[config.mk]
export PLATFORM = sky130hd
export DESIGN_NAME = sram_frame_arbiter_flat
export DESIGN_NICKNAME = d
export VERILOG_FILES = /design/src/rtl/fb_pkg.sv /design/src/rtl/sram_frame_arbiter_if.sv /design/src/rtl/fb_write_fifo.sv /design/src/rtl/sram_frame_arbiter.sv /design/src/flat_wrapper.sv
export SDC_FILE = /design/constraint.sdc
export NUM_CORES = 1
export LEC_CHECK = 0
export CAP_MARGIN = 10
export CELL_PAD_IN_SITES_DETAIL_PLACEMENT = 0
export CELL_PAD_IN_SITES_GLOBAL_PLACEMENT = 1
export CORE_MARGIN = 2
export CORE_UTILIZATION = 40
export CTS_CLUSTER_DIAMETER = 60
export DETAILED_ROUTE_END_ITERATION = 8
export PLACE_DENSITY = 0.78
export SLEW_MARGIN = 40
export SYNTH_ARGS = -nofsm -noshare
export SYNTH_HDL_FRONTEND = slang
export SYNTH_SLANG_ARGS = --single-unit
[constraint.sdc]
create_clock -name Clk -period 2.3 [get_ports Clk]
set_clock_uncertainty 0.15 [all_clocks]
set_input_delay 0.46 -clock Clk [delete_from_list [all_inputs] [get_ports Clk]]
set_output_delay 0.46 -clock Clk [all_outputs]
set_load 0.02 [all_outputs]
[src/rtl/fb_pkg.sv]
// fb_pkg: shared constants and FSM encoding for the SRAM frame-buffer arbiter.
package fb_pkg;
   localparam int PIX_W_DEF = 5;
   localparam logic [4:0] TRANSPARENT_KEY = 5'h15;
   localparam logic [4:0] BG_COLOR = 5'h11;
   typedef enum logic [1:0] {IDLE, READ, WRITE} state_t;
endpackage

[src/rtl/sram_frame_arbiter_if.sv]
// sram_frame_arbiter_if: scan-out, draw-engine, swap control and SRAM pins of the arbiter.
interface sram_frame_arbiter_if import fb_pkg::*; #(
   parameter int ADDR_W = 18,
   parameter int PIX_W  = PIX_W_DEF
) ();
   logic              rd_req;
   logic [ADDR_W-1:0] rd_addr;
   logic [PIX_W-1:0]  rd_data;
   logic              rd_valid;
   logic              wr_valid;
   logic [ADDR_W-1:0] wr_addr;
   logic [PIX_W-1:0]  wr_pixel;
   logic              wr_ready;
   logic              swap_req;
   logic              frame_sync;
   logic              buf_sel;
   logic              swap_done;
   logic [ADDR_W:0]   sram_addr;
   logic              sram_we_n;
   logic              sram_oe_n;
   logic [PIX_W-1:0]  sram_wdata;
   logic [PIX_W-1:0]  sram_rdata;
   modport master (
      output rd_req, rd_addr, wr_valid, wr_addr, wr_pixel, swap_req, frame_sync, sram_rdata,
      input  rd_data, rd_valid, wr_ready, buf_sel, swap_done, sram_addr, sram_we_n, sram_oe_n, sram_wdata
   );
   modport slave (
      input  rd_req, rd_addr, wr_valid, wr_addr, wr_pixel, swap_req, frame_sync, sram_rdata,
      output rd_data, rd_valid, wr_ready, buf_sel, swap_done, sram_addr, sram_we_n, sram_oe_n, sram_wdata
   );
endinterface

[src/rtl/fb_write_fifo.sv]
// fb_write_fifo: power-of-2 write queue; a push while full is taken only alongside a pop.
module fb_write_fifo #(
   parameter int W     = 23,
   parameter int DEPTH = 4,
   parameter int CW    = $clog2(DEPTH) + 1
) (
   input  logic          Clk,
   input  logic          Reset,
   input  logic          push,
   input  logic [W-1:0]  din,
   input  logic          pop,
   output logic [W-1:0]  dout,
   output logic          full,
   output logic          empty,
   output logic [CW-1:0] count
);
   localparam int AW = $clog2(DEPTH);
   logic [W-1:0]  mem [DEPTH];
   logic [AW-1:0] wp, rp;
   logic          do_push, do_pop;
   assign full    = count == CW'(DEPTH);
   assign empty   = count == '0;
   assign do_pop  = pop && !empty;
   assign do_push = push && (!full || do_pop);
   assign dout    = mem[rp];
   always_ff @(posedge Clk)
      if (do_push) mem[wp] <= din;
   always_ff @(posedge Clk)
      if (Reset) begin
         wp    <= '0;
         rp    <= '0;
         count <= '0;
      end else begin
         if (do_push) wp <= wp + 1'b1;
         if (do_pop) rp <= rp + 1'b1;
         count <= count + CW'(do_push) - CW'(do_pop);
      end
endmodule

[src/rtl/sram_frame_arbiter.sv]
// sram_frame_arbiter: double-buffered SRAM arbiter, reads over queued writes, vsync-aligned swap.
// Define FB_TRANSPARENT_DROP_EN to silently discard writes of the transparent colour key.
module sram_frame_arbiter import fb_pkg::*; #(
   parameter int ADDR_W      = 18,
   parameter int PIX_W       = PIX_W_DEF,
   parameter int WFIFO_DEPTH = 4
) (
   input logic Clk,
   input logic Reset,
   sram_frame_arbiter_if.slave bus
);
   localparam int CW = $clog2(WFIFO_DEPTH) + 1;
   state_t              state, state_nx;
   logic [ADDR_W:0]     acc_addr;
   logic [PIX_W-1:0]    acc_data, rd_data;
   logic [ADDR_W+PIX_W-1:0] head;
   logic [CW-1:0]       count;
   logic                rd_valid, buf_sel, swap_pending, swap_done;
   logic                push, pop, full, empty, fire;
   fb_write_fifo #(.W(ADDR_W + PIX_W), .DEPTH(WFIFO_DEPTH), .CW(CW)) u_fifo (
      .Clk(Clk), .Reset(Reset), .push(push), .din({bus.wr_addr, bus.wr_pixel}), .pop(pop),
      .dout(head), .full(full), .empty(empty), .count(count)
   );
   assign bus.wr_ready  = !full;
   assign bus.rd_data   = rd_data;
   assign bus.rd_valid  = rd_valid;
   assign bus.buf_sel   = buf_sel;
   assign bus.swap_done = swap_done;
`ifdef FB_TRANSPARENT_DROP_EN
   assign push = bus.wr_valid && !full && bus.wr_pixel != PIX_W'(TRANSPARENT_KEY);
`else
   assign push = bus.wr_valid && !full;
`endif
   assign pop  = state_nx == WRITE;
   // An in-flight write still belongs to the back buffer, so it blocks the swap.
   assign fire = bus.frame_sync && swap_pending && count == '0 && state != WRITE;
   always_ff @(posedge Clk)
      if (Reset) state <= IDLE;
      else state <= state_nx;
   always_comb
      state_nx = bus.rd_req ? READ : !empty ? WRITE : IDLE;
   always_comb begin
      bus.sram_addr  = state == IDLE ? '0 : acc_addr;
      bus.sram_oe_n  = state != READ;
      bus.sram_we_n  = state != WRITE;
      bus.sram_wdata = state == WRITE ? acc_data : '0;
   end
   // Buffer bit is captured with the access so a swap cannot retarget it mid-cycle.
   always_ff @(posedge Clk)
      if (Reset) begin
         acc_addr     <= '0;
         acc_data     <= '0;
         rd_valid     <= 1'b0;
         rd_data      <= '0;
         buf_sel      <= 1'b0;
         swap_pending <= 1'b0;
         swap_done    <= 1'b0;
      end else begin
         acc_addr     <= bus.rd_req ? {buf_sel, bus.rd_addr} : {~buf_sel, head[ADDR_W+PIX_W-1:PIX_W]};
         acc_data     <= head[PIX_W-1:0];
         rd_valid     <= state == READ;
         if (state == READ) rd_data <= bus.sram_rdata;
         buf_sel      <= buf_sel ^ fire;
         swap_done    <= fire;
         swap_pending <= !fire && (swap_pending || bus.swap_req);
      end
endmodule

[src/flat_wrapper.sv]
// flat-port wrapper written by rule: the top's interface ports become plain ports
module sram_frame_arbiter_flat import fb_pkg::*;
#(
   parameter int ADDR_W      = 18,
   parameter int PIX_W       = PIX_W_DEF,
   parameter int WFIFO_DEPTH = 4
)
  (Clk, Reset, bus_rd_req, bus_rd_addr, bus_wr_valid, bus_wr_addr, bus_wr_pixel, bus_swap_req, bus_frame_sync, bus_sram_rdata, bus_rd_data, bus_rd_valid, bus_wr_ready, bus_buf_sel, bus_swap_done, bus_sram_addr, bus_sram_we_n, bus_sram_oe_n, bus_sram_wdata);
  sram_frame_arbiter_if #(.ADDR_W(ADDR_W), .PIX_W(PIX_W)) bus_i ();
  input logic Clk;
  input logic Reset;
  input wire logic [$bits(bus_i.rd_req)-1:0] bus_rd_req;
  input wire logic [$bits(bus_i.rd_addr)-1:0] bus_rd_addr;
  input wire logic [$bits(bus_i.wr_valid)-1:0] bus_wr_valid;
  input wire logic [$bits(bus_i.wr_addr)-1:0] bus_wr_addr;
  input wire logic [$bits(bus_i.wr_pixel)-1:0] bus_wr_pixel;
  input wire logic [$bits(bus_i.swap_req)-1:0] bus_swap_req;
  input wire logic [$bits(bus_i.frame_sync)-1:0] bus_frame_sync;
  input wire logic [$bits(bus_i.sram_rdata)-1:0] bus_sram_rdata;
  output wire logic [$bits(bus_i.rd_data)-1:0] bus_rd_data;
  output wire logic [$bits(bus_i.rd_valid)-1:0] bus_rd_valid;
  output wire logic [$bits(bus_i.wr_ready)-1:0] bus_wr_ready;
  output wire logic [$bits(bus_i.buf_sel)-1:0] bus_buf_sel;
  output wire logic [$bits(bus_i.swap_done)-1:0] bus_swap_done;
  output wire logic [$bits(bus_i.sram_addr)-1:0] bus_sram_addr;
  output wire logic [$bits(bus_i.sram_we_n)-1:0] bus_sram_we_n;
  output wire logic [$bits(bus_i.sram_oe_n)-1:0] bus_sram_oe_n;
  output wire logic [$bits(bus_i.sram_wdata)-1:0] bus_sram_wdata;
  assign bus_i.rd_req = bus_rd_req;
  assign bus_i.rd_addr = bus_rd_addr;
  assign bus_i.wr_valid = bus_wr_valid;
  assign bus_i.wr_addr = bus_wr_addr;
  assign bus_i.wr_pixel = bus_wr_pixel;
  assign bus_i.swap_req = bus_swap_req;
  assign bus_i.frame_sync = bus_frame_sync;
  assign bus_i.sram_rdata = bus_sram_rdata;
  assign bus_rd_data = bus_i.rd_data;
  assign bus_rd_valid = bus_i.rd_valid;
  assign bus_wr_ready = bus_i.wr_ready;
  assign bus_buf_sel = bus_i.buf_sel;
  assign bus_swap_done = bus_i.swap_done;
  assign bus_sram_addr = bus_i.sram_addr;
  assign bus_sram_we_n = bus_i.sram_we_n;
  assign bus_sram_oe_n = bus_i.sram_oe_n;
  assign bus_sram_wdata = bus_i.sram_wdata;
  sram_frame_arbiter #(.ADDR_W(ADDR_W), .PIX_W(PIX_W), .WFIFO_DEPTH(WFIFO_DEPTH)) u_core (.Clk(Clk), .Reset(Reset), .bus(bus_i));
endmodule
# Yosys cells after proc, flatten, opt, wreduce, memory -nomap -nowiden
# Memory sizes are Yosys's and may differ from the RTL's. A register that Yosys moved wholly into a read port is not among the register bits.
# Cells that the tools add are included.
# op_classes
div_mod_pow,0
n_bitwise,2
multipliers,0
addsub,4
n_mux,9
eq_ne,6
reduce_logical,14
n_lt_le_gt_ge,0
shift,0
# op_table
op,count
19-bit 2-to-1 mux,2
2-bit 2-to-1 mux,4
1-bit logical AND,7
5-bit 2-to-1 mux,1
"2-bit by 1-bit adder with 2-bit output, second input constant",2
"2-bit equality test, second input constant",2
3-bit by 1-bit adder with 3-bit output,1
"3-bit equality test, second input constant",1
1-bit logical NOT,3
3-bit logical NOT,1
3-bit by 1-bit subtractor with 3-bit output,1
"2-bit by 1-bit equality test with 1-bit output, second input constant",1
2-bit logical NOT,1
1-bit logical OR,2
1-bit 2-to-1 mux,2
"2-bit by 1-bit inequality test with 1-bit output, second input constant",1
"2-bit inequality test, second input constant",1
1-bit inverter,1
1-bit bitwise XOR,1
# totals
memories,1
ram_bits,92
latchBits,0
regBits,42
inputBits,52
mem_bits_ro,0
output_inout_bits,35
# mem_list
name,words,word_bits,read_ports,rd_ports_with_merged_regs,write_ports,line,text
u_core.u_fifo.mem,4,23,1,1,1,fb_write_fifo.sv:18,logic [W-1:0] mem [DEPTH];

# Depth between registers and ports, before layout
# Gate-level depths: netlist (run 1).
# depth
depth_word,9
ltp_mapped,10
depth_no_buf,10

# Modules after synthesis
# From an unflattened synthesis (run 1), not the netlist that was laid out.
# hier_totals
hier_cells,311
area_unflattened_um2,5255.0
# modules_own_cells
mod,cells_each,area_each_um2,instances,seq_area_each_um2
fb_write_fifo,167,3881.2,1,2942.8
sram_frame_arbiter,144,1373.8,1,700.7

# Least setup slack after synthesis (run 1)
# No wires, ideal clock.
# synth_path
path_kind,input port to flip-flop
from,input port bus_rd_req
to,register u_core.u_fifo.count[2]
path_slack_ns,-0.122
setup_ns,0.128
arrival_ns,2.144
t_required_ns,2.022
cell_stages,10
path_cell_list,clkbuf_1 > buf_4 > nor2_1 > ha_1 > inv_1 > ha_1 > fa_1 > xnor2_1 > xnor2_1 > nor2_1
# synth_between
elab_chain_len,7
# synth_rtl
element,line,text
from (decl),flat_wrapper.sv:12,input wire logic [$bits(bus_i.rd_req)-1:0] bus_rd_req;
2-bit 2-to-1 mux *,sram_frame_arbiter.sv:41,state_nx = bus.rd_req ? READ : !empty ? WRITE : IDLE;
2-bit equality test *,sram_frame_arbiter.sv:34,assign pop = state_nx == WRITE;
1-bit logical AND *,fb_write_fifo.sv:23,assign do_pop = pop && !empty;
named net u_core.u_fifo.do_pop,fb_write_fifo.sv:20,"logic do_push, do_pop;"
1-bit logical OR,fb_write_fifo.sv:24,assign do_push = push && (!full || do_pop);
1-bit logical AND,fb_write_fifo.sv:24,
3-bit by 1-bit adder with 3-bit output,fb_write_fifo.sv:36,count <= count + CW'(do_push) - CW'(do_pop);
3-bit by 1-bit subtractor with 3-bit output *,fb_write_fifo.sv:36,
to (signal assigned),fb_write_fifo.sv:36,
to (decl),fb_write_fifo.sv:15,output logic [CW-1:0] count
# The timed path passes the listed nets; every way through them passes the cells marked *.
# A chain may end at the register's enable or synchronous reset.

# Worst setup path after layout (run 1)
# layout_path
from,register u_core.state[0]
to,output port bus_sram_addr[6]
# layout_between
elab_chain_len,2
# layout_rtl
element,line,text
from (decl),sram_frame_arbiter.sv:13,"state_t state, state_nx;"
from (signal assigned),sram_frame_arbiter.sv:39,else state <= state_nx;
2-bit logical NOT,sram_frame_arbiter.sv:43,bus.sram_addr = state == IDLE ? '0 : acc_addr;
19-bit 2-to-1 mux,sram_frame_arbiter.sv:43,
to (decl),flat_wrapper.sv:25,output wire logic [$bits(bus_i.sram_addr)-1:0] bus_sram_addr;
# Every way passes these cells.

==> results of run 1 <==
-- cells by family after synthesis --
group / count (synthesis) / synth area share (%)
XOR/XNOR: 3 / 0.509
multiplexers: 45 / 14.6
AND/OR/NAND/NOR: 89 / 8.98
adder cells (fa/ha/maj): 7 / 1.84
buffers and inverters: 22 / 2.59
AO/OA/AOI/OAI: 9 / 0.920
flip-flops: 136 / 70.5
-- metal layers --
layer | track usage (%) | wire length (µm) | share of wire, %
met4 | 7.45 | 184 | 1.9
met1 | 17.1 | 4030 | 42
met2 | 25.6 | 5060 | 52
met3 | 4.80 | 420 | 4.3
met5 | 0 | 0 | 0
-- repair_timing --
item / CTS / global route
setup endpoints to repair: 26 / 1
hold buffers: 0 / 0
resized for setup: 27 / 5
-- per-stage QoR --
step           utilization [%]  std cells
2_1_floorplan                -        311
3_3_place_gp              50.3        571
3_5_place_dp              50.3        571
4_1_cts                   54.3        601
5_1_grt                   54.4        601
6_report                  54.4        601
-- final cells by class --
type / instances / area, µm²
fillers: 1072 / 5760
inverters: 8 / 30.0
clock buffers: 24 / 482
clock inverters: 6 / 51.3
multi-input cells: 153 / 1410
well taps: 172 / 215
flip-flops and latches: 136 / 3650
repair buffers: 102 / 1030
-- power by group --
group	switching [mW]	internal [mW]
Clock	0.900	1.54
Sequential	0.114	2.93
Combinational	0.597	0.696
Total	1.61	5.17
-- layout by cell type, fill, tap and decap left out, types with 8 or more instances in the layout --
master / Yosys / layout
clkdlybuf4s50_1: 0 / 58
nand2_1: 11 / 11
buf_4: 2 / 9
edfxtp_1: 92 / 92
nor2b_1: 30 / 30
dfxtp_1: 44 / 41
mux2i_1: 19 / 19
inv_1: 8 / 8
mux4_2: 19 / 19
and2_1: 9 / 9
dlygate4sd2_1: 0 / 26
clkbuf_16: 0 / 17
nor2_1: 29 / 28
-- cell usage after synthesis (all sizes together) --
| library cell | count | area, µm² |
|---|---|---|
| edfxtp | 92 | 2760 |
| dfxtp | 44 | 881 |
| nor2b | 30 | 188 |
| nor2 | 29 | 109 |
| mux4 | 23 | 533 |
| mux2i | 19 | 190 |
| nand2 | 11 | 41.3 |
| and2 | 9 | 56.3 |
| buf | 9 | 85.1 |
| inv | 8 | 30.0 |
| a21oi | 7 | 35.0 |
| ha | 6 | 75.1 |
| clkbuf | 5 | 18.8 |
| mux2 | 3 | 33.8 |
| nor3 | 3 | 20.0 |
| and2b | 2 | 15.0 |
| nand2b | 2 | 12.5 |
| xnor2 | 2 | 17.5 |
| a21boi | 1 | 7.51 |
| and4 | 1 | 8.76 |
| fa | 1 | 20.0 |
| nor3b | 1 | 7.51 |
| o21ai | 1 | 5.00 |
| or3 | 1 | 6.26 |
| xor2 | 1 | 8.76 |
-- worst max-delay path: stages (launching register included) --
cell and delay (ns):
dfxtp_1 0.32, nor2_2 0.19, buf_12 0.17, and2b_1 0.18, dlygate4sd2_1 0.31
-- final timing paths --
check / slack (ns) / from / end
worst max register to register: 0.17 / u_core.u_fifo.count[1] / u_core.u_fifo.count[2]
worst min register to register: 0.30 / u_core.bus.rd_data[4] / u_core.bus.rd_data[4]
worst max-delay path: 0.11 / u_core.state[0] / bus_sram_addr[6]
worst min-delay path: 0.30 / u_core.bus.rd_data[4] / u_core.bus.rd_data[4]
-- registers in the layout, summed over array words and instances (netlist names), named ones only --
register / count
u_core.u_fifo.mem: 92
u_core.acc_addr: 19
u_core.acc_data: 5
u_core.bus.rd_data: 5
u_core.u_fifo.count: 3
u_core.state: 2
u_core.u_fifo.rp: 2
u_core.u_fifo.wp: 2
u_core.bus.buf_sel: 1
u_core.bus.rd_valid: 1
u_core.bus.swap_done: 1
u_core.swap_pending: 1
==> metrics.csv, run 1 <==
metric;value;unit
status;completed;
tightest_slew;0.470;ns
die_width;118;µm
yosys_register_bits;136;
clock_path_buffers;2;
reg2reg_depth;10;
drive_above_1_share;16.6;%
path_class;reg2out;
initial_core_util;40.9;%
post_cts_buffers;0;
pin_count;87;
gp_congestion;0.704;
fmax;0.456;GHz
wl;9700;µm
period_minus_slack;2.19;ns
nets;477;
numCtsBuffers;17;
setup_ws;0.107;ns
seq_area_frac_synth;70.5;%
p_leak;2.55;nW
drt-initial-drc-count;98;
hold_viol_final;0;
syn_area;0.00517;mm²
slew_headroom;68.7;%
slew_violations;0;
cts_root_buf;clkbuf_16;
setup.worst_path.end_class;output pin;
rows;41;
wl_per_cell;16.1;µm
antenna_cells;0;
cts_tree;built;
fin_crit_sh;95.4;%
max-vdd-ir-drop;0.490;mV
synthCells;311;
yosys_warnings;0;
required;1.69;ns
rsz0062_at_grt;no;
grt_max_degree;25;
drv_cap;0;
cp_max_fo;15;
cts.sink_count;136;
dieHeight;118;µm
post_drt_via_cell_ratio;4.69;
p_total;6.78;mW
overflow;0;
htree_levels;4;
stdcell_area;0.00686;mm²
coreArea;0.0126;mm²
syn_nets;370;
dpl_worst_slack;-0.387;ns
ys_types;32;
clkTransAtPathRegs;0.05;ns
hp-class;reg2reg;
dp_hpwl;6200;µm
synth.avg_cell_area;16.6;µm²
arrival;1.58;ns
grt_first_pass_wirelength;15400;µm
drcViolationCount;0;
die_area;0.0138;mm²
dpl_cell_area;0.00634;mm²
grt_pass1_vias;2963;
io_buffers;86;
setup_viol;0;
clk_latency;0.41;ns
start_kind;flop;
dr.pass1.iters;4;
holdWs;0.303;ns
power_density;988;mW/mm²
tns;0;ns
worstHoldPathCells;2;
vias;2819;
syn_to_final_growth;32.8;%
grt.total_usage;15.1;%
grt_antenna_before_repair;0;
ant_nets;0;
No activity file was read; power rests on OpenSTA's default activity.
==> run 2, diff against run 1 <==
- MAX_ROUTING_LAYER: default -> met4
==> run 2 against run 1 <==
Net effect: hold slack about the same; core utilization unchanged; via count about the same; critical path depth unchanged; sequential power about the same; critical endpoint unchanged; largest cell class unchanged.
==> metrics.csv, run 2 (same netlist as run 1, synthesis figures left out) <==
metric;value;unit;change
gp_congestion;0.711;;was 0.704
numCtsBuffers;17;;unchanged
drcViolationCount;0;;unchanged
max-vdd-ir-drop;0.491;mV;was 0.490 mV
setup.worst_path.end_class;output pin;;unchanged
mostFrequentLayoutCells;edfxtp_1, clkdlybuf4s50_1, dfxtp_1, nor2b_1, nor2_1;;unchanged
initial_core_util;40.9;%;unchanged
rsz0062_at_grt;no;;unchanged
wl_per_cell;16.1;µm;about the same
fin_crit_sh;95.6;%;was 95.4%
overflow;0;;unchanged
wl;9700;µm;about the same
regMostFlops;u_core.u_fifo.mem;;unchanged
cts_tree;built;;unchanged
grt_first_pass_wirelength;15400;µm;about the same
grt_pass1_vias;2966;;was 2,963
required;1.69;ns;about the same
start_kind;flop;;unchanged
min_to;u_core.bus.rd_data[4];;unchanged
min_from;u_core.bus.rd_data[4];;unchanged
grt_max_degree;25;;unchanged
drive_above_1_share;16.6;%;unchanged
slew_headroom;68.8;%;was 68.7%
critPathSlowestCell;dfxtp_1;;unchanged
slew_violations;0;;unchanged
cp_cell_sequence;nor2_2, buf_12, and2b_1, dlygate4sd2_1;;unchanged
clk_latency;0.41;ns;about the same
status;completed;;unchanged
crit_family;buffers and inverters;;unchanged
p_leak;2.55;nW;unchanged
antenna_cells;0;;unchanged
clkTransAtPathRegs;0.05;ns;about the same
drt-initial-drc-count;92;;was 98
setup_ws;0.101;ns;was 0.107 ns
hold_viol_final;0;;unchanged
period_minus_slack;2.20;ns;was 2.19 ns
holdBufCountCts;0;;unchanged
htree_levels;4;;unchanged
cts_root_buf;clkbuf_16;;unchanged
power_density;988;mW/mm²;about the same
tightest_slew;0.468;ns;was 0.470 ns
fillCellCount;1072;;unchanged
pin_count;87;;unchanged
r2r_start;u_core.u_fifo.count[1];;unchanged
coreArea;0.0126;mm²;unchanged
cp_max_fo;15;;unchanged
ant_nets;0;;unchanged
setup_viol;0;;unchanged
syn_to_final_growth;32.8;%;unchanged
post_drt_via_cell_ratio;4.69;;about the same
layout.cells.non_filler;601;;unchanged
arrival;1.59;ns;was 1.58 ns
path_class;reg2out;;unchanged
tns;0;ns;unchanged
regToRegSetupSlack;0.17;ns;about the same
post_cts_buffers;0;;unchanged
dr.pass1.iters;4;;unchanged
reg2reg_depth;10;;unchanged
final_common_cell;edfxtp_1;;unchanged
worstHoldPathCells;2;;unchanged
rows;41;;unchanged
dpl_worst_slack;-0.387;ns;unchanged
hp-class;reg2reg;;unchanged
largest_reg_flops;92;;unchanged
fmax;0.455;GHz;was 0.456 GHz
clock_path_buffers;2;;unchanged
cts.sink_count;136;;unchanged
die_width;118;µm;unchanged
rr_endpoint;u_core.u_fifo.count[2];;unchanged
grt.total_usage;15.5;%;was 15.1%
drv_cap;0;;unchanged
top_regs;u_core.u_fifo.mem x92, u_core.acc_addr x19;;unchanged
dieHeight;118;µm;unchanged
nets;477;;unchanged
io_buffers;86;;unchanged
crit_buf_inv;2;;unchanged
slowest_delay;0.32;ns;about the same
grt_antenna_before_repair;0;;unchanged
place_inst;571;;unchanged
die_area;0.0138;mm²;unchanged
dp_hpwl;6200;µm;unchanged
vias;2818;;was 2,819
==> run 2: cell counts in the layout (fill, tap and decap cells not counted) <==
No cell type changed its count.
==> run 2: layout make-up <==
type,count,area [µm²],area share [%]
Tap cell,172,215,3.14
Inverter,8,30.0,0.438
Clock buffer,24,482,7.02
Multi-Input combinational cell,153,1410,20.5
Sequential cell,136,3650,53.2
Timing Repair Buffer,102,1030,15.0
Clock inverter,6,51.3,0.748
==> run 2: metal layers <==
metal  wire length, µm  vias up  global-route usage (%)  share of wire, %
met4               182        0                    7.45               1.9
met2              5110       70                    25.6                53
li1                  -     1345                       -                 -
met1              3970     1390                    17.1                41
met5                 0        -                       -                 0
met3               434       13                    4.80               4.5
==> run 2: worst max path at each step <==
stage / startpoint / cells past startpoint / to / slack [ns]
after detailed placement: bus_wr_valid / 10 / u_core.u_fifo.count[2] / -0.39
after CTS: u_core.u_fifo.count[1] / 10 / u_core.u_fifo.count[2] / 0.04
after global placement: bus_wr_valid / 10 / u_core.u_fifo.count[2] / -0.31
final: u_core.state[0] / 4 / bus_sram_addr[6] / 0.10
after global routing: bus_wr_valid / 10 / u_core.u_fifo.count[2] / 0.02
after floorplan: bus_rd_req / 10 / u_core.u_fifo.count[2] / 0.01
==> run 2: timing repair <==
action,in CTS,in global routing
resized for setup,27,5
setup endpoints to repair,26,1
pin swaps,0,0
==> run 2: stage by stage <==
step                instance area (µm²)  power (mW)  utilization [%]  hold WS, ns
floorplan                          5180        3.91                -        0.314
global placement                   6340        4.38             50.3        0.294
detailed placement                 6340        4.42             50.3        0.299
CTS                                6850        6.84             54.3        0.306
global route                       6860        7.07             54.4        0.323
finish                             6860        6.78             54.4        0.303
==> run 2: worst min-delay path, delay by kind of cell, from the launching register on <==
family / cells / cell delay [ns]
flops: 1 / 0.30
compound gates: 1 / 0.05
simple gates: 1 / 0.05
==> run 2: where the power goes <==
group | switching (mW) | internal [mW]
clock | 0.902 | 1.54
sequential | 0.113 | 2.93
combinational | 0.596 | 0.696
total | 1.61 | 5.17
==> run 3, diff against run 2 <==
- CORE_MARGIN: 2 -> 3
==> run 3 against run 2 <==
Net effect: setup slack worse by 0.046 ns; core utilization is 1.6 points higher; power is 1.8% higher; non-clock buffer count stayed put; design area is 0.49% higher; combinational power hardly changed.
==> metrics.csv, run 3 (same netlist as run 1, synthesis figures left out) <==
metric;value;unit;change
use_met1;16.7;%;was 17.1%
regMostFlops;u_core.u_fifo.mem;;unchanged
cts.sink_count;136;;unchanged
grt_max_degree;27;;was 25
reg2reg_depth;10;;unchanged
vias;2838;;was 2,818
power_density;1000;mW/mm²;was 988 mW/mm²
grt_pass1_vias;2996;;was 2,966
r2r_start;u_core.u_fifo.count[0];;was u_core.u_fifo.count[1]
min_from;u_core.bus.rd_data[0];;was u_core.bus.rd_data[4]
drv_cap;0;;unchanged
dieHeight;120;µm;was 118 µm
tns;0;ns;unchanged
met2_usage;25.2;%;was 25.6%
drcViolationCount;0;;unchanged
rows;40;;was 41
htree_levels;4;;unchanged
grt_first_pass_wirelength;15600;µm;was 15,400 µm
period_minus_slack;2.25;ns;was 2.20 ns
syn_to_final_growth;33.4;%;was 32.8%
critPathSlowestCell;clkdlybuf4s50_1;;was dfxtp_1
hp-class;reg2reg;;unchanged
status;completed;;unchanged
setup.worst_path.end_class;flop;;was output pin
die_width;120;µm;was 118 µm
hold_viol_final;0;;unchanged
cts_tree;built;;unchanged
crit_family;adder cells;;was buffers and inverters
post_cts_buffers;0;;unchanged
nets;477;;unchanged
pin_count;87;;unchanged
top_usage_layer;met2;;unchanged
slew_violations;0;;unchanged
setup_viol;0;;unchanged
regToRegSetupSlack;0.11;ns;was 0.17 ns
p_leak;2.55;nW;about the same
wl_per_cell;16.2;µm;was 16.1 µm
io_buffers;86;;unchanged
rr_endpoint;u_core.u_fifo.count[2];;unchanged
grt.total_usage;15.1;%;was 15.5%
utilization;56.0;%;was 54.4%
dp_hpwl;6380;µm;was 6200 µm
start_kind;input pin;;was flop
clock_path_buffers;2;;unchanged
top_regs;u_core.u_fifo.mem x92, u_core.acc_addr x19;;unchanged
drive_above_1_share;17.9;%;was 16.6%
fmax;0.445;GHz;was 0.455 GHz
dpl_worst_slack;-0.494;ns;was -0.387 ns
grt_antenna_before_repair;0;;unchanged
clkTransAtPathRegs;0.06;ns;was 0.05 ns
antenna_cells;0;;unchanged
cp_cell_sequence;clkdlybuf4s50_1, a21boi_2, inv_1, ha_1, inv_1, ha_1, fa_2, xnor2_2, xnor2_1, nor2_1;;was nor2_2, buf_12, and2b_1, dlygate4sd2_1
initial_core_util;42.0;%;was 40.9%
gr-usage-met3;5.09;%;was 4.80%
largest_reg_flops;92;;unchanged
cts_root_buf;clkbuf_16;;unchanged
setup_ws;0.0548;ns;was 0.101 ns
slowest_delay;0.45;ns;was 0.32 ns
clk_latency;0.41;ns;about the same
wl;9730;µm;was 9700 µm
dr.pass1.iters;4;;unchanged
final_common_cell;edfxtp_1;;unchanged
mostFrequentLayoutCells;edfxtp_1, clkdlybuf4s50_1, dfxtp_1, nor2b_1, nor2_1;;unchanged
slew_headroom;63.2;%;was 68.8%
rsz0062_at_grt;yes;;was no
numCtsBuffers;17;;unchanged
max-vdd-ir-drop;0.646;mV;was 0.491 mV
die_area;0.0143;mm²;was 0.0138 mm²
tightest_slew;0.552;ns;was 0.468 ns
arrival;2.38;ns;was 1.59 ns
ant_nets;0;;unchanged
worstHoldPathCells;2;;unchanged
post_drt_via_cell_ratio;4.74;;was 4.69
fillCellCount;1030;;was 1,072
required;2.43;ns;was 1.69 ns
crit_buf_inv;3;;was 2
overflow;0;;unchanged
holdBufCountCts;0;;unchanged
coreArea;0.0123;mm²;was 0.0126 mm²
min_to;u_core.bus.rd_data[0];;was u_core.bus.rd_data[4]
drt-initial-drc-count;122;;was 92
fin_crit_sh;97.6;%;was 95.6%
cp_max_fo;2;;was 15
path_class;in2reg;;was reg2out
gp_congestion;0.686;;was 0.711
run 3: cell count changes in the layout (fill, tap and decap cells not counted), sizes merged:
cell      previous run  this run
clkbuf              24        18
inv                  8        14
clkinvlp             0         4
clkinv               5         3
run 3: worst max-delay path by stage:
stage,start,to,slack [ns],cells after the start
final,bus_wr_valid,u_core.u_fifo.count[2],0.05,10
after floorplan,bus_rd_req,u_core.u_fifo.count[2],0.01,10
after detailed placement,bus_wr_valid,u_core.u_fifo.count[2],-0.49,10
after global routing,bus_wr_valid,u_core.u_fifo.count[2],-0.04,10
after global placement,bus_wr_valid,u_core.u_fifo.count[2],-0.32,10
after CTS,bus_wr_valid,u_core.u_fifo.count[2],0.03,10
run 3: final cells by class:
| class | count | area [µm²] | area share [%] |
|---|---|---|---|
| inverter | 8 | 30.0 | 0.435 |
| sequential | 136 | 3650 | 52.9 |
| clock inverter | 14 | 141 | 2.05 |
| clock buffer | 18 | 429 | 6.22 |
| timing repair buffer | 102 | 1030 | 14.9 |
| tap | 168 | 210 | 3.05 |
| multi-input combinational | 153 | 1410 | 20.4 |
run 3: worst register-to-register path, stage by stage, from the launching register on:
cell and delay [ns]:
dfxtp_1 0.37, nor2_1 0.08, a21boi_2 0.16, inv_1 0.06, ha_1 0.27, inv_1 0.04, ha_1 0.19, fa_2 0.37
xnor2_2 0.15, xnor2_1 0.16, nor2_1 0.05
run 3: timing repair:
action	4_1_cts	5_1_grt
gates resized for setup	29	2
setup endpoints to repair	27	2
pin swaps	0	0
run 3: layer usage:
layer	wire length, µm	part of all wire, %
met5	0	0
met4	126	1.3
met3	610	6.3
met2	4960	51
met1	4030	41
run 3: per-stage QoR:
step           instances  power, mW  area [µm²]  hold WS, ns
2_1_floorplan        311       3.91        5180        0.314
3_3_place_gp         567       4.38        6340        0.294
3_5_place_dp         567       4.42        6340        0.298
4_1_cts              599       7.00        6890        0.306
5_1_grt              599       7.22        6900        0.324
6_report             599       6.90        6900        0.303
run 3: power breakdown:
group | leakage [nW] | internal [mW] | total (mW) | switching [mW]
Combinational | 1.08 | 0.692 | 1.28 | 0.588
Clock | 0.266 | 1.51 | 2.57 | 1.06
Sequential | 1.21 | 2.92 | 3.05 | 0.125
